===== src/rtl/axis_pkg.sv =====
// -----------------------------------------------------------------------------
// axis_pkg
// Shared definitions for the AXI-stream width converters (upsizer, downsizer)
// and their benches.
//   WORD_W     : width of one narrow stream word
//   MAX_WORDS  : largest number of words a converter may pack into one beat
//   word_t     : one narrow word
//   beat_max_t : widest beat; a converter with N_WORDS lanes uses lanes
//                [N_WORDS-1:0] of this shape (lane 0 = first word on the wire)
//   cnt_width  : width of a lane counter for n lanes (never below 1 bit)
// -----------------------------------------------------------------------------
package axis_pkg;

  localparam int WORD_W    = 8;
  localparam int MAX_WORDS = 16;

  typedef logic [WORD_W-1:0] word_t;
  typedef word_t [MAX_WORDS-1:0] beat_max_t;

  function automatic int cnt_width(input int n);
    return (n <= 2) ? 1 : $clog2(n);
  endfunction

endpackage


===== src/rtl/axis_upsizer_if.sv =====
// -----------------------------------------------------------------------------
// axis_upsizer_if
// Bundles the narrow input stream and the wide output stream of the upsizer.
//   slave  modport : s_valid, s_data (, s_last) in ; s_ready out
//   master modport : m_valid, m_data (, m_keep, m_last) out ; m_ready in
// Optional feature macro: AXIS_UPSIZER_LAST_EN adds s_last, m_last, m_keep.
// -----------------------------------------------------------------------------
interface axis_upsizer_if #(
  parameter int WORD_W  = axis_pkg::WORD_W,
  parameter int N_WORDS = 4
);

  logic                             s_valid;
  logic                             s_ready;
  logic [WORD_W-1:0]                s_data;
  logic                             m_valid;
  logic                             m_ready;
  logic [N_WORDS-1:0][WORD_W-1:0]   m_data;
`ifdef AXIS_UPSIZER_LAST_EN
  logic                             s_last;
  logic                             m_last;
  logic [N_WORDS-1:0]               m_keep;

  modport slave  (input  s_valid, s_data, s_last, output s_ready);
  modport master (output m_valid, m_data, m_keep, m_last, input m_ready);
`else
  modport slave  (input  s_valid, s_data, output s_ready);
  modport master (output m_valid, m_data, input m_ready);
`endif

endinterface


===== src/rtl/axis_reg_slice.sv =====
// -----------------------------------------------------------------------------
// axis_reg_slice
// One-beat registered stage with valid/ready. A new beat may load on the same
// edge the held beat drains, so a full stream passes with no bubble. The held
// beat and valid stay stable while out_valid && !out_ready.
//   clk, rst        : clock, synchronous active-high reset
//   in_valid/ready  : load side (in_ready = slot free or draining this edge)
//   in_data         : payload to load
//   out_valid/ready : registered output handshake
//   out_data        : registered payload; only changes on load
// -----------------------------------------------------------------------------
module axis_reg_slice #(
  parameter int W = 8
) (
  input  logic         clk,
  input  logic         rst,
  input  logic         in_valid,
  output logic         in_ready,
  input  logic [W-1:0] in_data,
  output logic         out_valid,
  input  logic         out_ready,
  output logic [W-1:0] out_data
);

  assign in_ready = !out_valid || out_ready;

  always_ff @(posedge clk) begin
    if (rst) begin
      out_valid <= 1'b0;
      out_data  <= '0;
    end else if (in_valid && in_ready) begin
      out_valid <= 1'b1;
      out_data  <= in_data;
    end else if (out_ready) begin
      out_valid <= 1'b0;
    end
  end

endmodule


===== src/rtl/axis_upsizer.sv =====
// -----------------------------------------------------------------------------
// axis_upsizer
// Packs N_WORDS consecutive WORD_W words from a narrow AXI stream into one
// wide beat (lane 0 = first word received). Runs at one word per clock while
// the downstream accepts; the completing word is the only one that can stall.
//   clk : clock, all state on posedge
//   rst : synchronous active-high reset, drops partial words and pending beat
//   s   : slave modport  (s_valid, s_ready, s_data [, s_last])
//   m   : master modport (m_valid, m_ready, m_data [, m_keep, m_last])
// Parameters: WORD_W (word width), N_WORDS (1..16 lanes per beat).
// Optional feature macro: AXIS_UPSIZER_LAST_EN -- s_last closes a short beat,
// upper lanes zero-filled, m_keep marks valid lanes, m_last flags that beat.
// -----------------------------------------------------------------------------
module axis_upsizer
  import axis_pkg::*;
#(
  parameter int WORD_W  = axis_pkg::WORD_W,
  parameter int N_WORDS = 4
) (
  input logic            clk,
  input logic            rst,
  axis_upsizer_if.slave  s,
  axis_upsizer_if.master m
);

  localparam int BUS_W = WORD_W * N_WORDS;
  localparam int CNT_W = cnt_width(N_WORDS);
  localparam logic [CNT_W-1:0] LAST_LANE = CNT_W'(N_WORDS - 1);
`ifdef AXIS_UPSIZER_LAST_EN
  localparam int PW = BUS_W + N_WORDS + 1;
`else
  localparam int PW = BUS_W;
`endif

  if (N_WORDS < 1 || N_WORDS > MAX_WORDS) begin : g_bad_n_words
    $error("axis_upsizer: N_WORDS=%0d outside 1..%0d", N_WORDS, MAX_WORDS);
  end

  logic [CNT_W-1:0]               cnt;
  logic [N_WORDS-1:0][WORD_W-1:0] asm_q;
  logic [N_WORDS-1:0][WORD_W-1:0] beat;
  logic [N_WORDS-1:0]             keep;
  logic                           completing;
  logic                           s_hs;
  logic                           slice_ready;
  logic [PW-1:0]                  payload;
  logic [PW-1:0]                  out_payload;

`ifdef AXIS_UPSIZER_LAST_EN
  assign completing = (cnt == LAST_LANE) || s.s_last;
`else
  assign completing = (cnt == LAST_LANE);
`endif

  // Only the completing word needs the output slot; earlier words go to asm_q.
  assign s.s_ready = !completing || slice_ready;
  assign s_hs      = s.s_valid && s.s_ready;

  always_ff @(posedge clk) begin
    if (rst) begin
      cnt   <= '0;
      asm_q <= '0;
    end else if (s_hs) begin
      if (completing) begin
        cnt <= '0;
      end else begin
        asm_q[cnt] <= s.s_data;
        cnt        <= cnt + 1'b1;
      end
    end
  end

  // Beat as it would load now: stored lanes below cnt, the incoming word in
  // lane cnt, zeros above (only reachable on a short s_last beat).
  always_comb begin
    beat = '0;
    keep = '0;
    for (int i = 0; i < N_WORDS; i++) begin
      if (CNT_W'(i) == cnt) begin
        beat[i] = s.s_data;
        keep[i] = 1'b1;
      end else if (CNT_W'(i) < cnt) begin
        beat[i] = asm_q[i];
        keep[i] = 1'b1;
      end
    end
  end

`ifdef AXIS_UPSIZER_LAST_EN
  assign payload  = {s.s_last, keep, beat};
  assign m.m_data = out_payload[BUS_W-1:0];
  assign m.m_keep = out_payload[BUS_W +: N_WORDS];
  assign m.m_last = out_payload[PW-1];
`else
  assign payload  = beat;
  assign m.m_data = out_payload;
`endif

  axis_reg_slice #(.W(PW)) u_out (
    .clk       (clk),
    .rst       (rst),
    .in_valid  (s_hs && completing),
    .in_ready  (slice_ready),
    .in_data   (payload),
    .out_valid (m.m_valid),
    .out_ready (m.m_ready),
    .out_data  (out_payload)
  );

endmodule


===== src/flat_wrapper.sv =====
// flat-port wrapper written by rule: the top's interface ports become plain ports
module axis_upsizer_flat import axis_pkg::*;
#(
  parameter int WORD_W  = axis_pkg::WORD_W,
  parameter int N_WORDS = 4
)
  (clk, rst, s_s_valid, s_s_data, s_s_ready, m_m_valid, m_m_data, m_m_ready);
  axis_upsizer_if #(.WORD_W(WORD_W), .N_WORDS(N_WORDS)) s_i ();
  axis_upsizer_if #(.WORD_W(WORD_W), .N_WORDS(N_WORDS)) m_i ();
  input logic clk;
  input logic rst;
  input wire logic [$bits(s_i.s_valid)-1:0] s_s_valid;
  input wire logic [$bits(s_i.s_data)-1:0] s_s_data;
  output wire logic [$bits(s_i.s_ready)-1:0] s_s_ready;
  output wire logic [$bits(m_i.m_valid)-1:0] m_m_valid;
  output wire logic [$bits(m_i.m_data)-1:0] m_m_data;
  input wire logic [$bits(m_i.m_ready)-1:0] m_m_ready;
  assign s_i.s_valid = s_s_valid;
  assign s_i.s_data = s_s_data;
  assign s_s_ready = s_i.s_ready;
  assign m_m_valid = m_i.m_valid;
  assign m_m_data = m_i.m_data;
  assign m_i.m_ready = m_m_ready;
  axis_upsizer #(.WORD_W(WORD_W), .N_WORDS(N_WORDS)) u_core (.clk(clk), .rst(rst), .s(s_i), .m(m_i));
endmodule

===== config.mk =====
export PLATFORM = sky130hd
export DESIGN_NAME = axis_upsizer_flat
export DESIGN_NICKNAME = d
export VERILOG_FILES = /design/src/rtl/axis_pkg.sv /design/src/rtl/axis_upsizer_if.sv /design/src/rtl/axis_reg_slice.sv /design/src/rtl/axis_upsizer.sv /design/src/flat_wrapper.sv
export SDC_FILE = /design/constraint.sdc
export NUM_CORES = 1
export LEC_CHECK = 0
export BUFFER_PORTS_ARGS = -buffer_cell sky130_fd_sc_hd__buf_2
export CORE_MARGIN = 3
export CORE_UTILIZATION = 30
export CTS_CLUSTER_SIZE = 20
export DETAILED_ROUTE_END_ITERATION = 6
export PLACE_DENSITY = 0.46
export REMOVE_ABC_BUFFERS = 1
export SETUP_SLACK_MARGIN = 0.02
export SYNTH_ARGS = -nofsm -noshare
export SYNTH_HDL_FRONTEND = slang
export SYNTH_SLANG_ARGS = --single-unit

===== constraint.sdc =====
create_clock -name clk -period 2.3 [get_ports clk]
set_input_delay 0.115 -clock clk [delete_from_list [all_inputs] [get_ports clk]]
set_output_delay 0.115 -clock clk [all_outputs]
set_load 0.01 [all_outputs]

==> results of run 1 <==
routing by layer:
metal	global-route usage	up-vias
li1	-	1045
met1	0.192	1004
met2	0.223	39
met3	0.0421	9
met4	0.0504	0
met5	0	-
kinds of logic after synthesis:
kind of cell	Yosys count	share of synthesized area
and+or+nand+nor	73	0.142
AOI/OAI and AO/OA	70	0.200
DFF	59	0.452
muxes	32	0.122
buffers and inverters	30	0.0641
adders and majority gates	4	0.0191
worst max path at each step:
| stage | startpoint | to | slack (ns) | depth (start not counted) |
|---|---|---|---|---|
| after floorplan | u_core.cnt[1] | u_core.u_out.out_data[10] | 0.22 | 4 |
| after global placement | u_core.cnt[1] | u_core.asm_q[15] | 0.51 | 6 |
| after detailed placement | u_core.cnt[1] | u_core.asm_q[15] | 0.45 | 6 |
| after CTS | u_core.cnt[1] | u_core.asm_q[15] | 0.44 | 6 |
| after global routing | u_core.cnt[1] | u_core.asm_q[14] | 0.30 | 6 |
| final | u_core.cnt[1] | u_core.asm_q[15] | 0.45 | 6 |
cell type report:
| class | count | area, µm² | area share |
|---|---|---|---|
| multi-input cells | 179 | 1270 | 0.404 |
| flip-flops and latches | 59 | 1180 | 0.377 |
| repair buffers | 56 | 345 | 0.110 |
| clock buffers | 15 | 186 | 0.0596 |
| well taps | 105 | 131 | 0.0420 |
| inverters | 4 | 15.0 | 0.00480 |
| clock inverters | 1 | 5.00 | 0.00160 |
critical path, stage by stage (launching register included):
cell and delay [ns]:
dfxtp_1 0.56, inv_1 0.14, ha_1 0.39, nand3b_1 0.17, buf_4 0.21, mux2i_1 0.20
nor2_1 0.05
placed cells by master, fill, tap and decap left out:
cell type,Yosys,layout
nor2_4,1,1
o2111ai_1,1,1
and2b_1,1,1
o21ai_0,8,8
buf_2,8,45
clkbuf_8,0,13
a21boi_1,1,1
buf_4,1,8
nand2b_1,1,1
a21oi_2,2,2
nand3b_1,19,19
inv_1,4,4
a311oi_2,12,12
a211oi_1,9,9
buf_12,0,3
and2_1,1,1
nand3_1,8,8
a311oi_1,4,4
dfxtp_1,59,59
nand2_1,18,18
o31ai_1,1,1
mux2i_1,32,32
nor2_1,24,24
ha_1,4,4
clkbuf_1,12,2
clkinv_2,0,1
a21oi_1,32,32
state kept, by name, indices dropped and copies added (netlist names):
register                flops
u_core.u_out.out_data      32
u_core.asm_q               24
u_core.cnt                  2
u_core.u_out.out_valid      1
per-stage QoR:
stage | instances | setup slack [ns]
after CTS | 419 | 0.445
after global routing | 419 | 0.301
after global placement | 403 | 0.514
after floorplan | 242 | 0.221
after detailed placement | 403 | 0.447
final | 419 | 0.446
report_power, final:
group	total [W]	internal [W]	leakage, nW	switching, W
Combinational	0.000231	0.0000968	0.746	0.000134
Sequential	0.00107	0.00105	0.478	0.0000201
Clock	0.000905	0.000509	0.0997	0.000396
==> out/results.tsv, run 1 <==
metric	value	unit
critPathKind	reg -> reg	
drive_gt1_frac	0.271	
synthCells	268	
ff2ff_setup_slack	0.45	ns
yosys-top-cells-area	dfxtp_1 (45%), mux2i_1 (12%), a311oi_2 (6.9%)	
yosys.area.top_type	dfxtp_1	
rows	33	
final-setup-viol-count	0	
drt_iter0_markers	56	
final_util	0.375	
yosysMostFrequentCell	dfxtp_1	
leakage	1.32	nW
final_hold_viol_count	0	
fin_worst_skew	0.00559	ns
maxCapViolations	0	
grt_pass1_wl	11000	µm
antenna_left	0	
ys_seq_area_frac	0.452	
critPathCaptureType	flip-flop	
wl_met1	3370	µm
grt_pass1_vias	2055	
die_x	99.4	µm
pwr_density_cell	706	nW/µm²
first_pass_iters	4	
tightest_slew	0.622	ns
synthFlopType	dfxtp_1	
met2_length	3000	µm
dpl_cell_area	2940	µm²
holdPathEnd	u_core.u_out.out_data[28]	
wire_per_inst	16.1	µm
post_drt_via_cell_ratio	5.00	
nets	325	
worstPathRequired	2.50	ns
ir_drop	385	µV
whs	0.109	ns
initial_core_util	0.314	
critPathLaunchType	flip-flop	
r2r-end	u_core.asm_q[15]	
clock-root-buffer	clkbuf_8	
ctsHtreeMaxLevel	3	
setup_tns	0	ns
grt_max_degree	35	
ioPinCount	46	
cts_buffers	9	
hold_path.startpoint	s_s_data[4]	
syn_area	2620	µm²
hold_path.class	in -> reg	
cts_setup_buffers	0	
reg2reg_depth	6	
dr_wl_met3	266	µm
gp_congestion	0.713	
syn_to_final_growth	19.7	%
relSlewSlack	0.585	
period_share	0.806	
cts.clk_slew.worst_paths	0.06	ns
r2r_start	u_core.cnt[1]	
synth_cell_types	26	
insertedDiodeCount	0	
place_hpwl	4120	µm
finalWirelength	6730	µm
async_flop_share	0	
ys_seq_elements	59	
drv_slew	0	
dieArea	9870	µm²
final_area	3130	µm²
num-fill-cells	875	
clk_latency	0.33	ns
drc_errors	0	
cp_max_fo	17	
synth_common_cells	dfxtp_1 (59), a21oi_1 (32), mux2i_1 (32)	
synth.avg_cell_area	9.76	µm²
crit_arrival	2.05	ns
synth_enable_flop_cells	0	
cts_buffer_depth	2	
hold_buffers	0	
highest_layer	met4	
gr-total-overflow	0	
cts_tree	built	
rsz0062_at_grt	false	
holdPathStages	3	
antenna_found_initial	0	
grt_usage	0.144	
die_h	99.4	µm
io_buffer_count	45	
synth_top_area_share	0.452	
max_clock_freq	539	MHz
clock-sinks	59	
run_status	finished, final reports clean	
yosys_warnings	0	
num_vias	2097	
layout_min_cycle_time	1.85	ns
finalPower	0.00221	W
post_cts_resized	0	
coreArea	8340	µm²
(Power assumes the default switching activity.)
==> run 2: changes to the inputs <==
Settings changed: PLACE_DENSITY 0.46 to 0.48.
Clock period 2.3 ns to 1.7 ns, I/O delays scaled along.
==> run 2 against run 1 <==
Maximum frequency up 19%. Final cell count up 1.9%. Core utilization up 0.44 points. Sequential share of layout area down 0.43 points. Clock-buffer cell count down 1. Combinational power up 46%. Die area unchanged. Sequential power up 36%. Total power up 32%. Critical endpoint is now u_core.u_out.out_data[12]. First-iteration DRC count unchanged. Largest cell class unchanged. Worst hold slack worse by 0.026 ns.
==> out/results.tsv, run 2 (same netlist as run 1, synthesis figures left out) <==
metric	value	unit	change
power_frac_clock	0.387		-0.022
layout_min_cycle_time	1.55	ns	-0.300 ns
r2r_start	u_core.cnt[0]		
fin_worst_skew	0.00766	ns	+0.00207 ns
gp_congestion	0.768		+7.7%
p_sw	0.000737	W	+34%
die_x	99.4	µm	unchanged
hold_path.class	in -> reg		
worstPathRequired	1.90	ns	-0.60 ns
drive_gt1_frac	0.286		+0.0150
grt_max_degree	35		unchanged
clock-sinks	59		unchanged
cts_tree	built		
leakage	1.36	nW	+2.4%
pwr_density_cell	921	nW/µm²	+30%
num-fill-cells	867		-0.91%
tightest_slew	0.496	ns	-0.126 ns
drt_iter0_markers	56		unchanged
final_cell_mix	dfxtp_1 (59), buf_2 (45), a21oi_1 (32), mux2i_1 (32), nor2_1 (24)		
drc_errors	0		unchanged
holdPathEnd	u_core.u_out.out_data[21]		
layoutNonFillerInstCount	427		+1.9%
multiInputGateArea	1270	µm²	unchanged
ir_drop	434	µV	+13%
wire_per_inst	15.4	µm	-4.0%
drv_slew	0		unchanged
coreArea	8340	µm²	unchanged
grt_pass1_wl	10500	µm	-4.5%
dpl_worst_slack	0.158	ns	-0.289 ns
die_h	99.4	µm	unchanged
hold_path.startpoint	s_s_data[5]		
finalWirelength	6580	µm	-2.2%
io_buffer_count	45		unchanged
first_pass_iters	4		unchanged
reg2reg_depth	5		-1
whs	0.0828	ns	-0.0263 ns
relSlewSlack	0.669		+0.0842
critPathCaptureType	flip-flop		
seqPwrFrac	0.497		+0.011
grt_pass1_vias	2002		-2.6%
worst_slack	0.146	ns	-0.300 ns
top_register	u_core.u_out.out_data		
cts_buffers	9		unchanged
syn_to_final_growth	21.1	%	
pwr-share-comb	0.115		+0.010
reg.largest.list	u_core.u_out.out_data (32), u_core.asm_q (24), u_core.cnt (2)		
clk_latency	0.33	ns	about the same
rsz0062_at_grt	false		
run_status	finished, final reports clean		
setup_tns	0	ns	unchanged
critPathKind	reg -> reg		
hold_buffers	0		unchanged
antenna_found_initial	0		unchanged
dieArea	9870	µm²	unchanged
initial_core_util	0.314		unchanged
crit_arrival	1.75	ns	-0.30 ns
largest_reg_flops	32		unchanged
num_vias	2103		+0.29%
grt_usage	0.138		-0.00656
placed_cells	411		+2.0%
finalPower	0.00292	W	+32%
clock-root-buffer	clkbuf_8		
rows	33		unchanged
regArea	1180	µm²	unchanged
final-setup-viol-count	0		unchanged
antenna_left	0		unchanged
final_hold_viol_count	0		unchanged
p_int	0.00218	W	+31%
cts_buffer_depth	2		unchanged
insertedDiodeCount	0		unchanged
gr-total-overflow	0		unchanged
cts.clk_slew.worst_paths	0.07	ns	about the same
ctsHtreeMaxLevel	3		unchanged
cp_max_fo	24		+7
ioPinCount	46		unchanged
max_clock_freq	643	MHz	+19%
final_common_cell	dfxtp_1		
maxCapViolations	0		unchanged
cts_setup_buffers	0		unchanged
r2r-end	u_core.u_out.out_data[12]		
ff2ff_setup_slack	0.15	ns	-0.30 ns
post_drt_via_cell_ratio	4.93		-1.6%
holdPathStages	3		unchanged
critPathLaunchType	flip-flop		
place_hpwl	4280	µm	+3.8%
power.share.switching	0.253		+0.00363
nets	333		+2.5%
period_share	0.914		+0.108
-- run 2: cell types whose count changed in the layout (fill, tap and decap cells not counted), sizes merged --
cell    before  now
buf         56   64
clkinv       1    2
clkbuf      15   14
-- run 2: routing by layer --
layer | GRT usage | up-vias | part of all wire
li1 | - | 1062 | -
met1 | 0.181 | 993 | 0.47
met2 | 0.214 | 44 | 0.47
met3 | 0.0519 | 4 | 0.057
met4 | 0.0347 | 0 | 0.0085
met5 | 0 | - | 0
-- run 2: how the worst max path moves through the flow --
| stage | from | endpoint | cells past startpoint |
|---|---|---|---|
| after global placement | u_core.cnt[1] | u_core.asm_q[3] | 7 |
| after floorplan | u_core.cnt[1] | u_core.u_out.out_data[10] | 4 |
| after detailed placement | u_core.cnt[1] | u_core.u_out.out_data[12] | 6 |
| after CTS | u_core.cnt[1] | u_core.u_out.out_data[12] | 6 |
| final | u_core.cnt[0] | u_core.u_out.out_data[12] | 5 |
| after global routing | u_core.cnt[1] | u_core.u_out.out_data[20] | 5 |
-- run 2: stage by stage --
stage          utilization  cell area [µm²]
6_report             0.380             3170
3_3_place_gp         0.358             2990
2_1_floorplan            -             2460
3_5_place_dp         0.358             2990
5_1_grt              0.380             3170
4_1_cts              0.379             3160
-- run 2: power groups by stage --
stage	sequential (W)	clock, W	combinational [W]
2_1_floorplan	0.00149	0	0.000175
3_3_place_gp	0.00148	0	0.000334
3_5_place_dp	0.00148	0	0.000335
4_1_cts	0.00145	0.00116	0.000337
5_1_grt	0.00145	0.00123	0.000373
6_report	0.00145	0.00113	0.000337
-- run 2: timing repair --
action | CTS | global route
gates resized for setup | 0 | 2
hold endpoints to repair | 0 | 0
setup endpoints to repair | 0 | 13
-- run 2: worst max-delay path, stage by stage, from the launching register on --
cell and delay [ns]:
dfxtp_1 0.41, ha_1 0.28, nand2_1 0.25, nor2_4 0.17, buf_12 0.20, a311oi_2 0.11
-- run 2: layout make-up --
class	count	area share
multi-input combinational	179	0.400
sequential	59	0.373
timing repair buffer	64	0.126
clock buffer	14	0.0514
tap	105	0.0415
inverter	4	0.00474
clock inverter	2	0.00316
==> run 3: changes to the inputs <==
==> constraint.sdc (replaced) <==
create_clock -name clk -period 1.7 [get_ports clk]
set_input_delay 0.34 -clock clk [delete_from_list [all_inputs] [get_ports clk]]
set_output_delay 0.34 -clock clk [all_outputs]
set_load 0.01 [all_outputs]
==> run 3 against run 2 <==
Clock power increased by 38%. Critical path depth decreased by 1. Global-route usage increased by 0.27 points. Via count about the same. Sequential power about the same. Core utilization increased by 0.93 points. Total power increased by 15%. Non-clock buffer count decreased by 1. Combinational power decreased by 1%. Die area unchanged. Critical endpoint is now s_s_ready.
==> out/results.tsv, run 3 (same netlist as run 1, synthesis figures left out) <==
metric	value	unit	change
post_cts_resized	3		+3
gp_congestion	0.749		-2.4%
final_hold_viol_count	0		unchanged
first_pass_iters	4		unchanged
clk_latency	0.34	ns	about the same
max_clock_freq	626	MHz	-2.7%
holdPathEnd	u_core.u_out.out_data[19]		
pwr_density_cell	1030	nW/µm²	+12%
cts_tree	built		
grt_max_degree	35		unchanged
crit_arrival	1.26	ns	-0.49 ns
regArea	1180	µm²	+0.21%
grt_usage	0.140		+0.00266
r2r_start	u_core.cnt[1]		
rows	33		unchanged
dieArea	9870	µm²	unchanged
finalWirelength	6560	µm	-0.20%
holdPathStages	2		-1
highest_layer	met4		
reg.largest.list	u_core.u_out.out_data (32), u_core.asm_q (24), u_core.cnt (2)		
nets	332		-0.30%
run_status	finished, final reports clean		
drive_gt1_frac	0.302		+0.0165
cts_buffers	9		unchanged
critPathKind	reg -> out		
wl_met1	3090	µm	unchanged
initial_core_util	0.314		unchanged
hold_path.class	in -> reg		
clock-root-buffer	clkbuf_8		
critPathBufInv	2		+1
drc_errors	0		unchanged
ctsHtreeMaxLevel	3		unchanged
antenna_found_initial	0		unchanged
drv_slew	0		unchanged
top_register	u_core.u_out.out_data		
final-setup-viol-count	0		unchanged
coreArea	8340	µm²	unchanged
critPathCaptureType	output port		
crit_chain	ha_4 > buf_4 > nand2_1 > buf_2		
grt_pass1_wl	10800	µm	+3.2%
placed_cells	410		-0.24%
critPathSlowestCell	dfxtp_2		
io_buffer_count	45		unchanged
slowest_delay	0.39	ns	-0.02 ns
final_util	0.389		+0.00930
multiInputGateArea	1280	µm²	+1.1%
path_delay_family	flip-flops		
tightest_slew	0.394	ns	-0.101 ns
syn_to_final_growth	24.1	%	
met2_length	3080	µm	+0.65%
die_x	99.4	µm	unchanged
dr_wl_met3	310	µm	-17%
post_drt_via_cell_ratio	4.93		+0.19%
r2r-end	u_core.u_out.out_data[12]		
wire_per_inst	15.4	µm	about the same
cts.clk_slew.worst_paths	0.06	ns	about the same
place_hpwl	4230	µm	-1.1%
clock-sinks	59		unchanged
gr-total-overflow	0		unchanged
grt_pass1_vias	2030		+1.4%
worstPathRequired	1.36	ns	-0.54 ns
period_share	0.940		+0.0256
die_h	99.4	µm	unchanged
ir_drop	578	µV	+33%
leakage	1.38	nW	+2.1%
fin_worst_skew	0.00609	ns	-0.00157 ns
final_common_cell	dfxtp_1		
maxCapViolations	0		unchanged
antenna_left	0		unchanged
layoutNonFillerInstCount	426		-0.23%
num-fill-cells	860		-0.81%
cp_max_fo	8		-67%
hold_buffers	0		unchanged
final_cell_mix	dfxtp_1 (57), buf_2 (45), a21oi_1 (32), mux2i_1 (32), nor2_1 (24)		
layout_min_cycle_time	1.60	ns	+0.0436 ns
hold_path.startpoint	rst		
cts_setup_buffers	0		unchanged
num_vias	2102		-0.048%
reg2reg_depth	6		+1
largest_reg_flops	32		unchanged
ioPinCount	46		unchanged
insertedDiodeCount	0		unchanged
cts_buffer_depth	2		unchanged
rsz0062_at_grt	false		
drt_iter0_markers	72		+29%
relSlewSlack	0.737		+0.0676
ff2ff_setup_slack	0.18	ns	+0.03 ns
critPathLaunchType	flip-flop		
run 3: worst max path at each step:
stage                  start                        end  slack [ns]  depth (start not counted)
3_5_place_dp   u_core.cnt[0]  u_core.u_out.out_data[16]        0.12                          5
6_report       u_core.cnt[0]                  s_s_ready        0.10                          4
5_1_grt        u_core.cnt[0]                  s_s_ready        0.03                          4
2_1_floorplan  u_core.cnt[1]  u_core.u_out.out_data[10]       -0.38                          4
3_3_place_gp   u_core.cnt[1]            u_core.asm_q[2]        0.16                          7
4_1_cts        u_core.cnt[1]                  s_s_ready        0.07                          4
run 3: stage by stage:
stage               TNS (ns)  setup slack, ns  cell area (µm²)  hold WS (ns)  total power [W]
floorplan             -10.12           -0.379             2460         0.408          0.00166
global placement           0            0.159             2980         0.472          0.00181
detailed placement         0            0.120             2980         0.473          0.00181
CTS                        0           0.0699             3230         0.260          0.00338
global route               0           0.0308             3240         0.264          0.00350
finish                     0            0.102             3240         0.264          0.00335
run 3: where the power goes:
| part | switching (W) | internal (W) | total (W) |
|---|---|---|---|
| sequential | 0.0000252 | 0.00143 | 0.00145 |
| combinational | 0.000189 | 0.000144 | 0.000333 |
| clock | 0.000551 | 0.00101 | 0.00156 |
| total | 0.000765 | 0.00258 | 0.00335 |
run 3: final cells by class:
type / count / share of cell area
multi-input cells: 179 / 0.395
well taps: 105 / 0.0405
repair buffers: 63 / 0.121
flip-flops and latches: 59 / 0.365
inverters: 4 / 0.00463
clock inverters: 5 / 0.0309
clock buffers: 11 / 0.0436
run 3: layer usage:
metal	up-vias	track usage
li1	1061	-
met2	42	0.218
met4	0	0.0368
met1	993	0.184
met5	-	0
met3	6	0.0533
